==> config.mk <==
export PLATFORM = sky130hd
export DESIGN_NAME = sdram_host_arbiter
export DESIGN_NICKNAME = d
export VERILOG_FILES = /design/src/rtl/sdram_host_arbiter.sv
export SDC_FILE = /design/constraint.sdc
export NUM_CORES = 1
export LEC_CHECK = 0
export ABC_CLOCK_PERIOD_IN_PS = 5400
export BUFFER_PORTS_ARGS = -buffer_cell sky130_fd_sc_hd__buf_2
export CORE_ASPECT_RATIO = 0.9
export CORE_MARGIN = 3
export CORE_UTILIZATION = 51
export CTS_CLUSTER_DIAMETER = 40
export DETAILED_ROUTE_END_ITERATION = 10
export PLACE_DENSITY = 0.86
export SLEW_MARGIN = 10
export SYNTH_ARGS = -nofsm -noshare
export SYNTH_HDL_FRONTEND = slang
export SYNTH_SLANG_ARGS = --single-unit
export TNS_END_PERCENT = 20
==> constraint.sdc <==
create_clock -name clk -period 5.4 [get_ports clk]
set_input_delay 0.54 -clock clk [delete_from_list [all_inputs] [get_ports clk]]
set_output_delay 0.54 -clock clk [all_outputs]
set_load 0.01 [all_outputs]
==> src/rtl/sdram_host_arbiter.sv <==
// sdram_host_arbiter
// Shares one SDRAM controller between two word-oriented hosts (A and B) and
// a built-in refresh scheduler. One transfer is in flight at a time; pending
// refresh always wins over host traffic.
//
// Configuration macro: SDRAM_ARB_RR_EN
//   defined   - round-robin between A and B (tie goes to the pointer, which
//               moves to the other host after every host grant)
//   undefined - fixed priority, A always wins over B
//
// Ports:
//   clk, rst_n                  clock, synchronous active-low reset
//   a_addr/b_addr [23:0]        host word address
//   a_din/b_din   [15:0]        host write data
//   a_rd_rq/a_wr_rq, b_*        level requests, held until the matching ack
//   a_ack/b_ack                 one-cycle completion pulse
//   a_dout/b_dout [15:0]        read data, valid from ack onward
//   ctl_addr/ctl_din            latched command address/data to controller
//   ctl_read_rq/ctl_write_rq/ctl_rfsh_rq  one-cycle command strobes
//   ctl_dout [15:0], ctl_busy   controller read data and busy
//   rfsh_overflow               sticky: refresh debt hit RFSH_MAX and another tick came
module sdram_host_arbiter #(
    parameter int RFSH_PERIOD = 499,
    parameter int RFSH_MAX    = 7
) (
    input  logic        clk,
    input  logic        rst_n,
    input  logic [23:0] a_addr,
    input  logic [15:0] a_din,
    input  logic        a_rd_rq,
    input  logic        a_wr_rq,
    output logic        a_ack,
    output logic [15:0] a_dout,
    input  logic [23:0] b_addr,
    input  logic [15:0] b_din,
    input  logic        b_rd_rq,
    input  logic        b_wr_rq,
    output logic        b_ack,
    output logic [15:0] b_dout,
    output logic [23:0] ctl_addr,
    output logic [15:0] ctl_din,
    output logic        ctl_read_rq,
    output logic        ctl_write_rq,
    output logic        ctl_rfsh_rq,
    input  logic [15:0] ctl_dout,
    input  logic        ctl_busy,
    output logic        rfsh_overflow
);

    localparam int TW = (RFSH_PERIOD > 2) ? $clog2(RFSH_PERIOD) : 1;
    localparam int PW = (RFSH_MAX > 1) ? $clog2(RFSH_MAX + 1) : 1;

    typedef enum logic [1:0] {IDLE, ISSUE, WAIT_BUSY, WAIT_DONE} state_t;
    typedef enum logic [1:0] {SRC_A, SRC_B, SRC_RFSH} src_t;

    state_t        state;
    src_t          src;
    logic          op_read;
    logic [TW-1:0] timer;
    logic [PW-1:0] pending;

    logic a_req;
    logic b_req;
    logic pick_b;
    logic tick;
    logic rfsh_done;

    assign a_req = a_rd_rq | a_wr_rq;
    assign b_req = b_rd_rq | b_wr_rq;

`ifdef SDRAM_ARB_RR_EN
    // rr_ptr = 1 means B owns the tie
    logic rr_ptr;
    assign pick_b = b_req && (!a_req || rr_ptr);
`else
    assign pick_b = b_req && !a_req;
`endif

    assign tick      = (timer == TW'(RFSH_PERIOD - 1));
    assign rfsh_done = (state == WAIT_DONE) && !ctl_busy && (src == SRC_RFSH);

    always_ff @(posedge clk) begin
        if (!rst_n) begin
            state         <= IDLE;
            src           <= SRC_A;
            op_read       <= 1'b0;
            timer         <= '0;
            pending       <= '0;
            rfsh_overflow <= 1'b0;
            ctl_addr      <= '0;
            ctl_din       <= '0;
            ctl_read_rq   <= 1'b0;
            ctl_write_rq  <= 1'b0;
            ctl_rfsh_rq   <= 1'b0;
            a_ack         <= 1'b0;
            b_ack         <= 1'b0;
            a_dout        <= '0;
            b_dout        <= '0;
`ifdef SDRAM_ARB_RR_EN
            rr_ptr        <= 1'b0;
`endif
        end else begin
            a_ack <= 1'b0;
            b_ack <= 1'b0;
            timer <= tick ? '0 : timer + TW'(1);

            // A tick and a refresh completion in the same cycle cancel out
            if (tick && !rfsh_done) begin
                if (pending == PW'(RFSH_MAX))
                    rfsh_overflow <= 1'b1;
                else
                    pending <= pending + PW'(1);
            end else if (!tick && rfsh_done) begin
                pending <= pending - PW'(1);
            end

            case (state)
                IDLE: begin
                    if (!ctl_busy) begin
                        if (pending != '0) begin
                            src         <= SRC_RFSH;
                            op_read     <= 1'b0;
                            ctl_rfsh_rq <= 1'b1;
                            state       <= ISSUE;
                        end else if (a_req || b_req) begin
                            src      <= pick_b ? SRC_B : SRC_A;
                            ctl_addr <= pick_b ? b_addr : a_addr;
                            ctl_din  <= pick_b ? b_din : a_din;
                            // write takes precedence when both strobes are up
                            if (pick_b ? b_wr_rq : a_wr_rq) begin
                                ctl_write_rq <= 1'b1;
                                op_read      <= 1'b0;
                            end else begin
                                ctl_read_rq  <= 1'b1;
                                op_read      <= 1'b1;
                            end
`ifdef SDRAM_ARB_RR_EN
                            rr_ptr <= ~pick_b;
`endif
                            state <= ISSUE;
                        end
                    end
                end
                ISSUE: begin
                    ctl_read_rq  <= 1'b0;
                    ctl_write_rq <= 1'b0;
                    ctl_rfsh_rq  <= 1'b0;
                    state        <= WAIT_BUSY;
                end
                WAIT_BUSY: begin
                    if (ctl_busy)
                        state <= WAIT_DONE;
                end
                WAIT_DONE: begin
                    if (!ctl_busy) begin
                        state <= IDLE;
                        if (src == SRC_A) begin
                            a_ack <= 1'b1;
                            if (op_read)
                                a_dout <= ctl_dout;
                        end else if (src == SRC_B) begin
                            b_ack <= 1'b1;
                            if (op_read)
                                b_dout <= ctl_dout;
                        end
                    end
                end
                default: state <= IDLE;
            endcase
        end
    end

endmodule

# == Word-level counts from Yosys, hierarchy flattened ==
# Cells that the tools add are included.
# totals
wordCells,104
reg_bits,95
inputBits,103
# op_classes
n_reduce_logical,29
addsub,3
bitwise,7
n_mux,33
eq_ne,17
# op_table
operator,count
$mux 24,1
$ne 2x2->1 const B,9
$mux 1,17
$mux 16,1
$reduce_and 5->1,3
$mux 2,7
$reduce_and 4->1,3
$add 9x1->9 const B,1
$eq 9x9->1 const B,1
$mux 3,3
$pmux 2 s4,1
$eq 2x2->1 const B,3
$pmux 1 s2,3
$reduce_and 3->1,2
$reduce_bool 2->1,3
$logic_and 1x1->1,5
$not 1->1,5
$eq 2x1->1 const B,2
$logic_not 1->1,4
$logic_not 2->1,2
$reduce_and 2->1,2
$reduce_or 4->1,1
$add 3x1->3 const B,1
$eq 3x3->1 const B,1
7 further kinds,8

# == Longest topological paths before layout ==
# Gate-level depths: netlist (run 1).
# depth
depth_word,9
ltp_mapped,9

# == Least setup slack after synthesis (run 1) ==
# No wires, ideal clock.
# synth_timing
path_type,in2reg
from,input ctl_busy
to,register pending[2]
path_slack_ns,3.268
path_buffers,1
arrival_time_ns,2.047
setup_ns,0.086
cell_stages,8
path_cell_list,buf_2 > nand4bb_1 > and3_1 > inv_1 > fa_1 > a211oi_1 > a211oi_1 > a211oi_1
# synth_between
elab_chain_cells,7
word_cells_on_any_way,10
# synth_lines
item,line,source
from (decl),46,"input logic ctl_busy,"
$logic_not 1->1 *,-,
$logic_and 1x1->1 * (2 in a row),80,assign rfsh_done = (state == WAIT_DONE) && !ctl_busy && (src == SRC_RFSH);
$logic_not 1->1,108,if (tick && !rfsh_done) begin
$logic_and 1x1->1,108,
$ne 2x2->1 (no line) / $reduce_bool 2->1 (equally long branches),-,
$reduce_and 2->1 (no line),-,
to (signal assigned),112,pending <= pending + PW'(1);
to (signal assigned),114,pending <= pending - PW'(1);
to (decl),60,logic [PW-1:0] pending;
# Mark *: on every way between the ends. The rest lies on a longest branch, timed or not.
# A chain may end at the register's enable or synchronous reset.

# == Final worst setup path (run 1) ==
# layout_timing
from,register state[0]
to,register ctl_read_rq
# layout_between
elab_chain_cells,3
word_cells_on_any_way,9
# layout_lines
item,line,source
from (decl),56,state_t state;
from (signal assigned),84,state <= IDLE;
from (signal assigned),124,state <= ISSUE;
from (signal assigned),140,state <= ISSUE;
$eq 2x1->1 / $logic_not 2->1 (equally long branches),117,case (state)
$reduce_bool 2->1 (no line) / $ne 2x2->1 (equally long branches),-,
$reduce_and 5->1 (no line),-,
to (signal assigned),92,ctl_read_rq <= 1'b0;
to (signal assigned),134,ctl_read_rq <= 1'b1;
to (signal assigned),145,ctl_read_rq <= 1'b0;
to (decl),42,"output logic ctl_read_rq,"
# Several ways; a longest one is shown, not always the timed one.

==> results.toml, run 1 <==
[routing]
viasPerCell = 5.16
dr_total_vias = 3615
first_pass_iters = 4
drc_errors = 0
drtAntennaViolNets = 0
wirelength_microns = 9800
drtIter0Drc = 116
wl_per_cell_microns = 14.0

[power_and_ir_drop]
finalPower_mw = 1.85
ir_drop_v = 0.000222
power.density_nw_per_um2 = 356
p_leak_nw = 2.33

[placed_design]
dpl.hpwl_microns = 7380
place.gp.congestion = 0.819
pre_cts_ws_ns = 3.03
dp.cells = 684
portBuffers = 180

[die]
core_sq_um = 7690
die_w_microns = 101
start_util_pct = 53.3
fp-row-count = 30
io_pins = 181
die_y_microns = 91.1
die_area_sq_um = 9160

[clock_tree]
cts_hold_buf = 0
clock_tree.buffer_depth = 2
tritoncts = "built"
htree_num_levels = 3
cts_resized = 0
clkSinkCount = 95
cts_root_buf = "clkbuf_8"
insertion_delay_ns = 0.36
path_clk_slew_ns = 0.10
postCtsSetupBuffers = 0
numCtsBuffers = 9

[synth]
synth_top_area_cell = "dfxtp_1"
syn_area_sq_um = 4100
async_flop_share_pct = 0
synthTopCellsByArea = "dfxtp_1 (46%), mux2i_1 (14%), a211oi_1 (7.0%), nor2_1 (6.3%), nand2_1 (4.1%)"
yosysMostFrequentCell = "dfxtp_1"
synth_edf_count = 0
ys.flop_type = "dfxtp_1"
ys_types = 48
synth_common_cells = "dfxtp_1 (95), nor2_1 (69), mux2i_1 (58), nand2_1 (45), a211oi_1 (38)"
ys_warn_count = 0
syn_nets = 545
avgSynthCellArea_sq_um = 9.46
synth.yosys.seq_area_share_pct = 46.3
synthCells = 434
synth_top_area_share_pct = 46.3
ys_ff_latch = 95

[worst_setup_path]
path_class = "register to register"
ff2ff_path_depth = 7
timing.rr.end = "ctl_read_rq$_SDFFE_PN0P_"
cp-start-kind = "register"
r2r-start = "state[0]$_SDFFE_PN0P_"
reg2reg_setup_slack_ns = 3.12
cp.required_ns = 5.65
cp_data_arrival_time_ns = 2.53
path_max_fanout = 85
crit_start = "state[0]$_SDFFE_PN0P_"
crit_path_end = "ctl_read_rq$_SDFFE_PN0P_"
cp-end-kind = "register"

[global_routing]
grt_overflow = 0
track_usage_pct = 20.5
grt_pass1_vias = 3400
grt_pass1_wl_microns = 15300
antenna_found_initial = 0
grt_max_degree = 86

[outcome]
outcome = "finished, final reports clean"

[sta]
hold_violations = 0
period_minus_slack_ns = 2.28
rsz0062_at_grt = "false"
min_period_over_period_pct = 42.2
report.final.slew_viol_count = 0
worst_slew_pin_slew_ns = 0.943
slew_headroom_pct = 37.1
max_freq_mhz = 439
worst_slack_ns = 3.12
skew_ns = 0.0136
setup_violations = 0
whs_ns = 0.421
tns_ns = 0

[run]
cap_violations = 0

[finish]
drive_gt1_share_pct = 35.6
final_nets = 710
diodes = 0
fin_cells = 700
fillers = 641
area_delta_synth_final_pct = 27.0

[worst_hold_path]
min_from = "ctl_dout[3]"
min_path_type = "primary input to register"
-- worst max-delay path, stage by stage, from the launching register on --
cell and delay (ns):
dfxtp_1 0.36, inv_1 0.12, ha_1 0.29, nand2b_1 0.19
nor3_4 0.14, buf_4 0.64, a21boi_0 0.18, o211a_1 0.24
-- routing by layer --
layer	track usage, %	up-vias	routed length [microns]
met4	6.62	0	170
met3	5.84	17	626
met2	36.8	106	5010
met1	23.1	1636	3990
met5	0	-	0
li1	-	1856	-
-- state kept, by name (all words and copies together) (netlist names), 2 cells and up --
| name | count |
|---|---|
| pending | 3 |
| b_dout | 16 |
| ctl_din | 16 |
| state | 2 |
| ctl_addr | 24 |
| timer | 9 |
| src | 2 |
| a_dout | 16 |
-- how the worst min path moves through the flow --
stage | cells after the start | end
finish | 3 | b_dout[3]$_SDFFE_PN0P_
global route | 3 | b_dout[3]$_SDFFE_PN0P_
floorplan | 1 | timer[0]$_SDFF_PP0_
detailed placement | 1 | timer[0]$_SDFF_PP0_
global placement | 1 | timer[0]$_SDFF_PP0_
CTS | 3 | b_dout[0]$_SDFFE_PN0P_
-- logic make-up (layout without fill, tap and decap cells) --
family,count (synthesis),count (layout),share of synthesized area [%]
and+or+nand+nor,143,143,16.1
DFF,95,95,46.3
AOI/OAI and AO/OA,88,88,15.4
muxes,58,58,14.1
buffers and inverters,36,206,4.09
adders and majority gates,8,8,2.62
xor gates and xnor gates,6,6,1.28
-- cells in the final DEF, fill, tap and decap left out, types with 2 or more instances in the layout --
master      count
mux2i_1        58
a21boi_0        2
a21oi_1        25
clkinvlp_4      2
buf_4           3
ha_1            7
buf_2         180
and3_1          5
a211oi_1       38
xnor2_1         3
o21ai_0         6
nor3_4          2
inv_6           3
nand3_1         5
xor2_1          3
a211oi_2        7
nor2_1         69
clkbuf_8        9
dfxtp_1        95
nand2_1        45
nor2b_1         2
inv_1           6
nand2b_1        2
-- layout make-up --
| cell class | count | area, sq um | area share (%) |
|---|---|---|---|
| clock inverters | 7 | 76.3 | 1.46 |
| well taps | 96 | 120 | 2.30 |
| repair buffers | 183 | 923 | 17.7 |
| flip-flops and latches | 95 | 1900 | 36.5 |
| clock buffers | 9 | 124 | 2.38 |
| multi-input cells | 303 | 2040 | 39.2 |
| inverters | 7 | 26.3 | 0.504 |
-- report_power, final --
group / leakage [nW] / switching [mW] / total, mW / internal [mW]
clock network: 0.0966 / 0.253 / 0.471 / 0.218
logic: 1.46 / 0.308 / 0.533 / 0.225
registers: 0.775 / 0.0501 / 0.850 / 0.800
-- stage by stage --
step	utilization (%)	instance area, sq um
2_1_floorplan	-	4100
3_3_place_gp	65.1	5010
3_5_place_dp	65.1	5010
4_1_cts	67.7	5210
5_1_grt	67.7	5210
6_report	67.7	5210
No activity file was read; power rests on OpenSTA's default activity.
==> run 2, diff against run 1 <==
--- a/config.mk
+++ b/config.mk
@@ -5,14 +5,14 @@
 export SDC_FILE = /design/constraint.sdc
 export NUM_CORES = 1
 export LEC_CHECK = 0
-export ABC_CLOCK_PERIOD_IN_PS = 5400
+export ABC_CLOCK_PERIOD_IN_PS = 2100
 export BUFFER_PORTS_ARGS = -buffer_cell sky130_fd_sc_hd__buf_2
 export CORE_ASPECT_RATIO = 0.9
 export CORE_MARGIN = 3
-export CORE_UTILIZATION = 51
+export CORE_UTILIZATION = 47
 export CTS_CLUSTER_DIAMETER = 40
 export DETAILED_ROUTE_END_ITERATION = 10
-export PLACE_DENSITY = 0.86
+export PLACE_DENSITY = 0.81
 export SLEW_MARGIN = 10
 export SYNTH_ARGS = -nofsm -noshare
 export SYNTH_HDL_FRONTEND = slang
==> constraint.sdc (replaced) <==
create_clock -name clk -period 2.1 [get_ports clk]
set_input_delay 0.21 -clock clk [delete_from_list [all_inputs] [get_ports clk]]
set_output_delay 0.21 -clock clk [all_outputs]
set_load 0.01 [all_outputs]
==> results.toml, run 2 (synthesis gave the netlist of run 1 again) <==
[finish]
drive_gt1_share_pct = 38.3
final_nets = 719
diodes = 0
area_delta_synth_final_pct = 32.9
mostFrequentLayoutCells = "buf_2 (180), dfxtp_1 (93), nor2_1 (69), mux2i_1 (58), nand2_1 (45)"
fin_area_sq_um = 5450
final_common_cell = "buf_2"
regMostFlops = "ctl_addr"
final_util_pct = 66.0
largest_reg_flops = 24

[global_routing]
grt_pass1_wl_microns = 16500
antenna_found_initial = 0
grt_pass1_vias = 3590
grt_max_degree = 46
track_usage_pct = 20.3
grt_overflow = 0

[sta]
min_period_over_period_pct = 96.3
setup_violations = 0
tns_ns = 0
slew_headroom_pct = 60.5
hold_violations = 0
skew_ns = 0.0161
worst_slack_ns = 0.0777
whs_ns = 0.0778
max_freq_mhz = 494
report.final.slew_viol_count = 0
rsz0062_at_grt = "true"
worst_slew_pin_slew_ns = 0.591
period_minus_slack_ns = 2.02

[die]
io_pins = 181
die_area_sq_um = 9890
die_w_microns = 105
die_y_microns = 94.7
start_util_pct = 49.7
fp-row-count = 31
core_sq_um = 8260

[worst_setup_path]
ff2ff_path_depth = 9
crit_slowest_cell = "fa_2"
cp-start-kind = "register"
cp-end-kind = "register"
path_max_fanout = 4
cp_data_arrival_time_ns = 2.26
path_class = "register to register"
timing.rr.end = "pending[2]$_SDFFE_PN0P_"
crit_path_max_incr_delay_ns = 0.39
r2r-start = "timer[0]$_SDFF_PP0_"
crit_path_cell_trace = "inv_1 -> ha_1 -> and4bb_2 -> and3_4 -> inv_2 -> fa_2 -> a211oi_4 -> a31o_2 -> a211oi_2"
cp.required_ns = 2.34
reg2reg_setup_slack_ns = 0.08

[routing]
drtIter0Drc = 89
dr_total_vias = 3702
route.top_layer_used = "met4"
dr_wl_met2_microns = 5430
drtAntennaViolNets = 0
wl_met1_microns = 4340
first_pass_iters = 7
viasPerCell = 5.09
dr_wl_met3_microns = 490
wl_per_cell_microns = 14.2
drc_errors = 0
wirelength_microns = 10400

[clock_tree]
insertion_delay_ns = 0.37
clock_tree.buffer_depth = 2
cts_root_buf = "clkbuf_8"
clkSinkCount = 95
numCtsBuffers = 9
path_clk_slew_ns = 0.11
htree_num_levels = 3
tritoncts = "built"

[worst_hold_path]
min_path_type = "primary input to register"
hold_path_end = "b_dout[3]$_SDFFE_PN0P_"
min_from = "ctl_dout[3]"
hold_depth = 3

[run]
cap_violations = 0

[power_and_ir_drop]
power.density_nw_per_um2 = 907
p_leak_nw = 2.42
power_frac_comb_pct = 29.8
p_seq_share_pct = 44.3
swShare_pct = 33.2
pwr-share-clk_pct = 25.9
ir_drop_v = 0.000556
p_int_mw = 3.31
p_sw_mw = 1.64

[placed_design]
portBuffers = 180
place.gp.congestion = 0.806
pre_cts_ws_ns = -0.0716
post_dp_cell_area_sq_um = 5170
dpl.hpwl_microns = 7660

[outcome]
outcome = "finished, final reports clean"
## run 2: changes by cell type in the layout (fill, tap and decap cells not counted), moves of 2 or more
cell / previous run / this run
inv_6: 3 / 0
a211oi_2: 7 / 9
dfxtp_2: 0 / 2
ha_2: 0 / 2
inv_8: 0 / 3
ha_1: 7 / 5
clkinvlp_4: 2 / 0
buf_12: 0 / 6
clkinv_4: 0 / 2
dfxtp_1: 95 / 93
buf_4: 3 / 6
a211oi_1: 38 / 35
## run 2: through the flow
| stage | instances | total power [mW] |
|---|---|---|
| 5_1_grt | 728 | 5.25 |
| 6_report | 728 | 4.95 |
| 3_3_place_gp | 711 | 3.62 |
| 4_1_cts | 727 | 4.97 |
| 3_5_place_dp | 711 | 3.69 |
| 2_1_floorplan | 434 | 3.15 |
## run 2: final cells by class
class	instances	area (sq um)
multi-input cells	303	2090
inverters	7	26.3
flip-flops and latches	95	1900
repair buffers	192	1070
clock buffers	9	124
well taps	115	144
clock inverters	7	97.6
fillers	700	2810
## run 2: worst max path at each step
stage                               start  slack [ns]  cells after the start                      end
finish                timer[0]$_SDFF_PP0_        0.08                      9  pending[2]$_SDFFE_PN0P_
global route          timer[0]$_SDFF_PP0_       -0.03                      9  pending[2]$_SDFFE_PN0P_
CTS                   timer[0]$_SDFF_PP0_        0.01                      9  pending[2]$_SDFFE_PN0P_
detailed placement  state[0]$_SDFFE_PN0P_       -0.07                      8  pending[2]$_SDFFE_PN0P_
global placement    state[0]$_SDFFE_PN0P_        0.11                      8  pending[2]$_SDFFE_PN0P_
floorplan             timer[0]$_SDFF_PP0_        0.08                      9  pending[2]$_SDFFE_PN0P_
## run 2: repair_timing
item,4_1_cts,5_1_grt
hold buffers,0,0
buffers inserted,0,1
pin swaps,2,3
setup endpoints to repair,1,14
gates resized for setup,2,10
## run 2: metal layers
metal	vias up	global-route usage (%)
met4	0	5.32
met3	8	5.33
met2	96	38.9
met5	-	0
met1	1718	22.3
li1	1880	-
## run 2: power by group through the flow
stage	Sequential (mW)	Clock, mW	Combinational, mW
3_5_place_dp	2.23	0	1.46
6_report	2.19	1.28	1.47
3_3_place_gp	2.22	0	1.41
5_1_grt	2.23	1.38	1.64
4_1_cts	2.19	1.31	1.47
2_1_floorplan	2.33	0	0.812
## run 2: critical path: cells and delay by family, from the launching register on
family	cells	cell delay, ns
adder cells (fa/ha/maj)	2	0.52
AND/OR/NAND/NOR	2	0.43
AO/OA/AOI/OAI	3	0.49
flip-flops	1	0.35
buffers and inverters	2	0.09
==> run 3, diff against run 2 <==
--- a/config.mk
+++ b/config.mk
@@ -13,6 +13,7 @@
 export CTS_CLUSTER_DIAMETER = 40
 export DETAILED_ROUTE_END_ITERATION = 10
 export PLACE_DENSITY = 0.81
+export REMOVE_ABC_BUFFERS = 1
 export SLEW_MARGIN = 10
 export SYNTH_ARGS = -nofsm -noshare
 export SYNTH_HDL_FRONTEND = slang
==> results.toml, run 3 (synthesis gave the netlist of run 1 again) <==
[finish]
multi_input_comb_area_sq_um = 2060
diodes = 0
largest_reg_flops = 24
area_delta_synth_final_pct = 31.9
final_nets = 722
drive_gt1_share_pct = 37.0
fin_cells = 731
mostFrequentLayoutCells = "buf_2 (180), dfxtp_1 (95), nor2_1 (69), mux2i_1 (58), nand2_1 (45)"
final_common_cell = "buf_2"
regMostFlops = "ctl_addr"
seq_area_sq_um = 1900
fillers = 699

[placed_design]
dp.cells = 711
pre_cts_ws_ns = -0.0679
dpl.hpwl_microns = 8340
portBuffers = 180
place.gp.congestion = 0.777

[power_and_ir_drop]
power.density_nw_per_um2 = 905
p_leak_nw = 2.42
ir_drop_v = 0.000471

[worst_setup_path]
cp_data_arrival_time_ns = 2.28
cp.required_ns = 2.37
r2r-start = "timer[0]$_SDFF_PP0_"
path_class = "register to register"
reg2reg_setup_slack_ns = 0.09
cp-start-kind = "register"
ff2ff_path_depth = 9
cp-end-kind = "register"
timing.rr.end = "pending[2]$_SDFFE_PN0P_"
path_max_fanout = 4

[die]
io_pins = 181
core_sq_um = 8260
fp-row-count = 31
die_w_microns = 105
die_y_microns = 94.7
die_area_sq_um = 9890
start_util_pct = 49.7

[clock_tree]
numCtsBuffers = 9
clock_tree.buffer_depth = 2
htree_num_levels = 3
cts_root_buf = "clkbuf_8"
clkSinkCount = 95
tritoncts = "built"
path_clk_slew_ns = 0.09
insertion_delay_ns = 0.35

[global_routing]
grt_overflow = 0
antenna_found_initial = 0
track_usage_pct = 21.7
grt_pass1_wl_microns = 17200
grt_max_degree = 41
grt_pass1_vias = 3561

[routing]
wirelength_microns = 10800
drtAntennaViolNets = 0
drtIter0Drc = 96
viasPerCell = 5.11
wl_per_cell_microns = 14.8
dr_total_vias = 3737
drc_errors = 0
first_pass_iters = 4

[sta]
min_period_over_period_pct = 95.5
period_minus_slack_ns = 2.01
setup_violations = 0
report.final.slew_viol_count = 0
skew_ns = 0.00932
slew_headroom_pct = 67.7
worst_slew_pin_slew_ns = 0.485
max_freq_mhz = 499
worst_slack_ns = 0.0943
hold_violations = 0

[outcome]
outcome = "finished, final reports clean"

[run]
cap_violations = 0

[worst_hold_path]
min_from = "ctl_dout[14]"
hold_depth = 3
hold_path_end = "b_dout[14]$_SDFFE_PN0P_"
min_path_type = "primary input to register"
## run 3: metal layers
metal	vias to the layer above	track usage [%]	wire, microns
met5	-	0	0
met4	0	7.53	230
met3	21	5.95	575
met2	102	40.2	5690
met1	1732	24.0	4340
li1	1882	-	-
## run 3: worst max-delay path by stage
stage | endpoint | depth (start not counted) | startpoint
floorplan | ctl_addr[14]$_SDFFE_PN0P_ | 3 | a_wr_rq
global placement | pending[2]$_SDFFE_PN0P_ | 9 | timer[0]$_SDFF_PP0_
detailed placement | pending[2]$_SDFFE_PN0P_ | 9 | timer[0]$_SDFF_PP0_
CTS | pending[2]$_SDFFE_PN0P_ | 8 | state[0]$_SDFFE_PN0P_
global route | ctl_addr[17]$_SDFFE_PN0P_ | 8 | state[0]$_SDFFE_PN0P_
finish | pending[2]$_SDFFE_PN0P_ | 9 | timer[0]$_SDFF_PP0_
## run 3: final cells by class
cell class | instances | share of cell area (%)
timing repair buffer | 195 | 20.1
sequential | 95 | 35.1
tap | 115 | 2.66
multi-input combinational | 303 | 38.0
clock buffer | 10 | 2.36
clock inverter | 6 | 1.27
inverter | 7 | 0.485
## run 3: stage by stage
step | util [%] | instance area [sq um] | TNS (ns) | hold WS (ns) | power [mW]
after floorplan | - | 3960 | -43.62 | 0.324 | 3.10
after global placement | 62.4 | 5160 | 0 | 0.440 | 3.64
after detailed placement | 62.4 | 5160 | -0.0679 | 0.447 | 3.71
after CTS | 65.0 | 5370 | 0 | 0.0840 | 4.89
after global routing | 65.5 | 5410 | -0.0141 | 0.0830 | 5.19
final | 65.5 | 5410 | 0 | 0.0996 | 4.90
## run 3: power by group
group | switching, mW | internal [mW] | total, mW | leakage (nW)
clock network | 0.622 | 0.557 | 1.18 | 0.0968
logic | 0.841 | 0.688 | 1.53 | 1.54
registers | 0.131 | 2.06 | 2.19 | 0.775
total | 1.59 | 3.30 | 4.90 | 2.42
## run 3: repair_timing
item | in CTS | in global routing
setup buffers | 1 | 3
gates resized for setup | 1 | 2
setup endpoints to repair | 1 | 29
pin swaps | 0 | 3
hold buffers | 0 | 0
## run 3: critical path, stage by stage, from the launching register on
cell and delay, ns:
dfxtp_1 0.34, inv_1 0.07, ha_1 0.13, and4bb_2 0.24, and3_1 0.19, inv_1 0.07, fa_2 0.39, a211oi_4 0.21
a211oi_1 0.08, a211oi_1 0.21
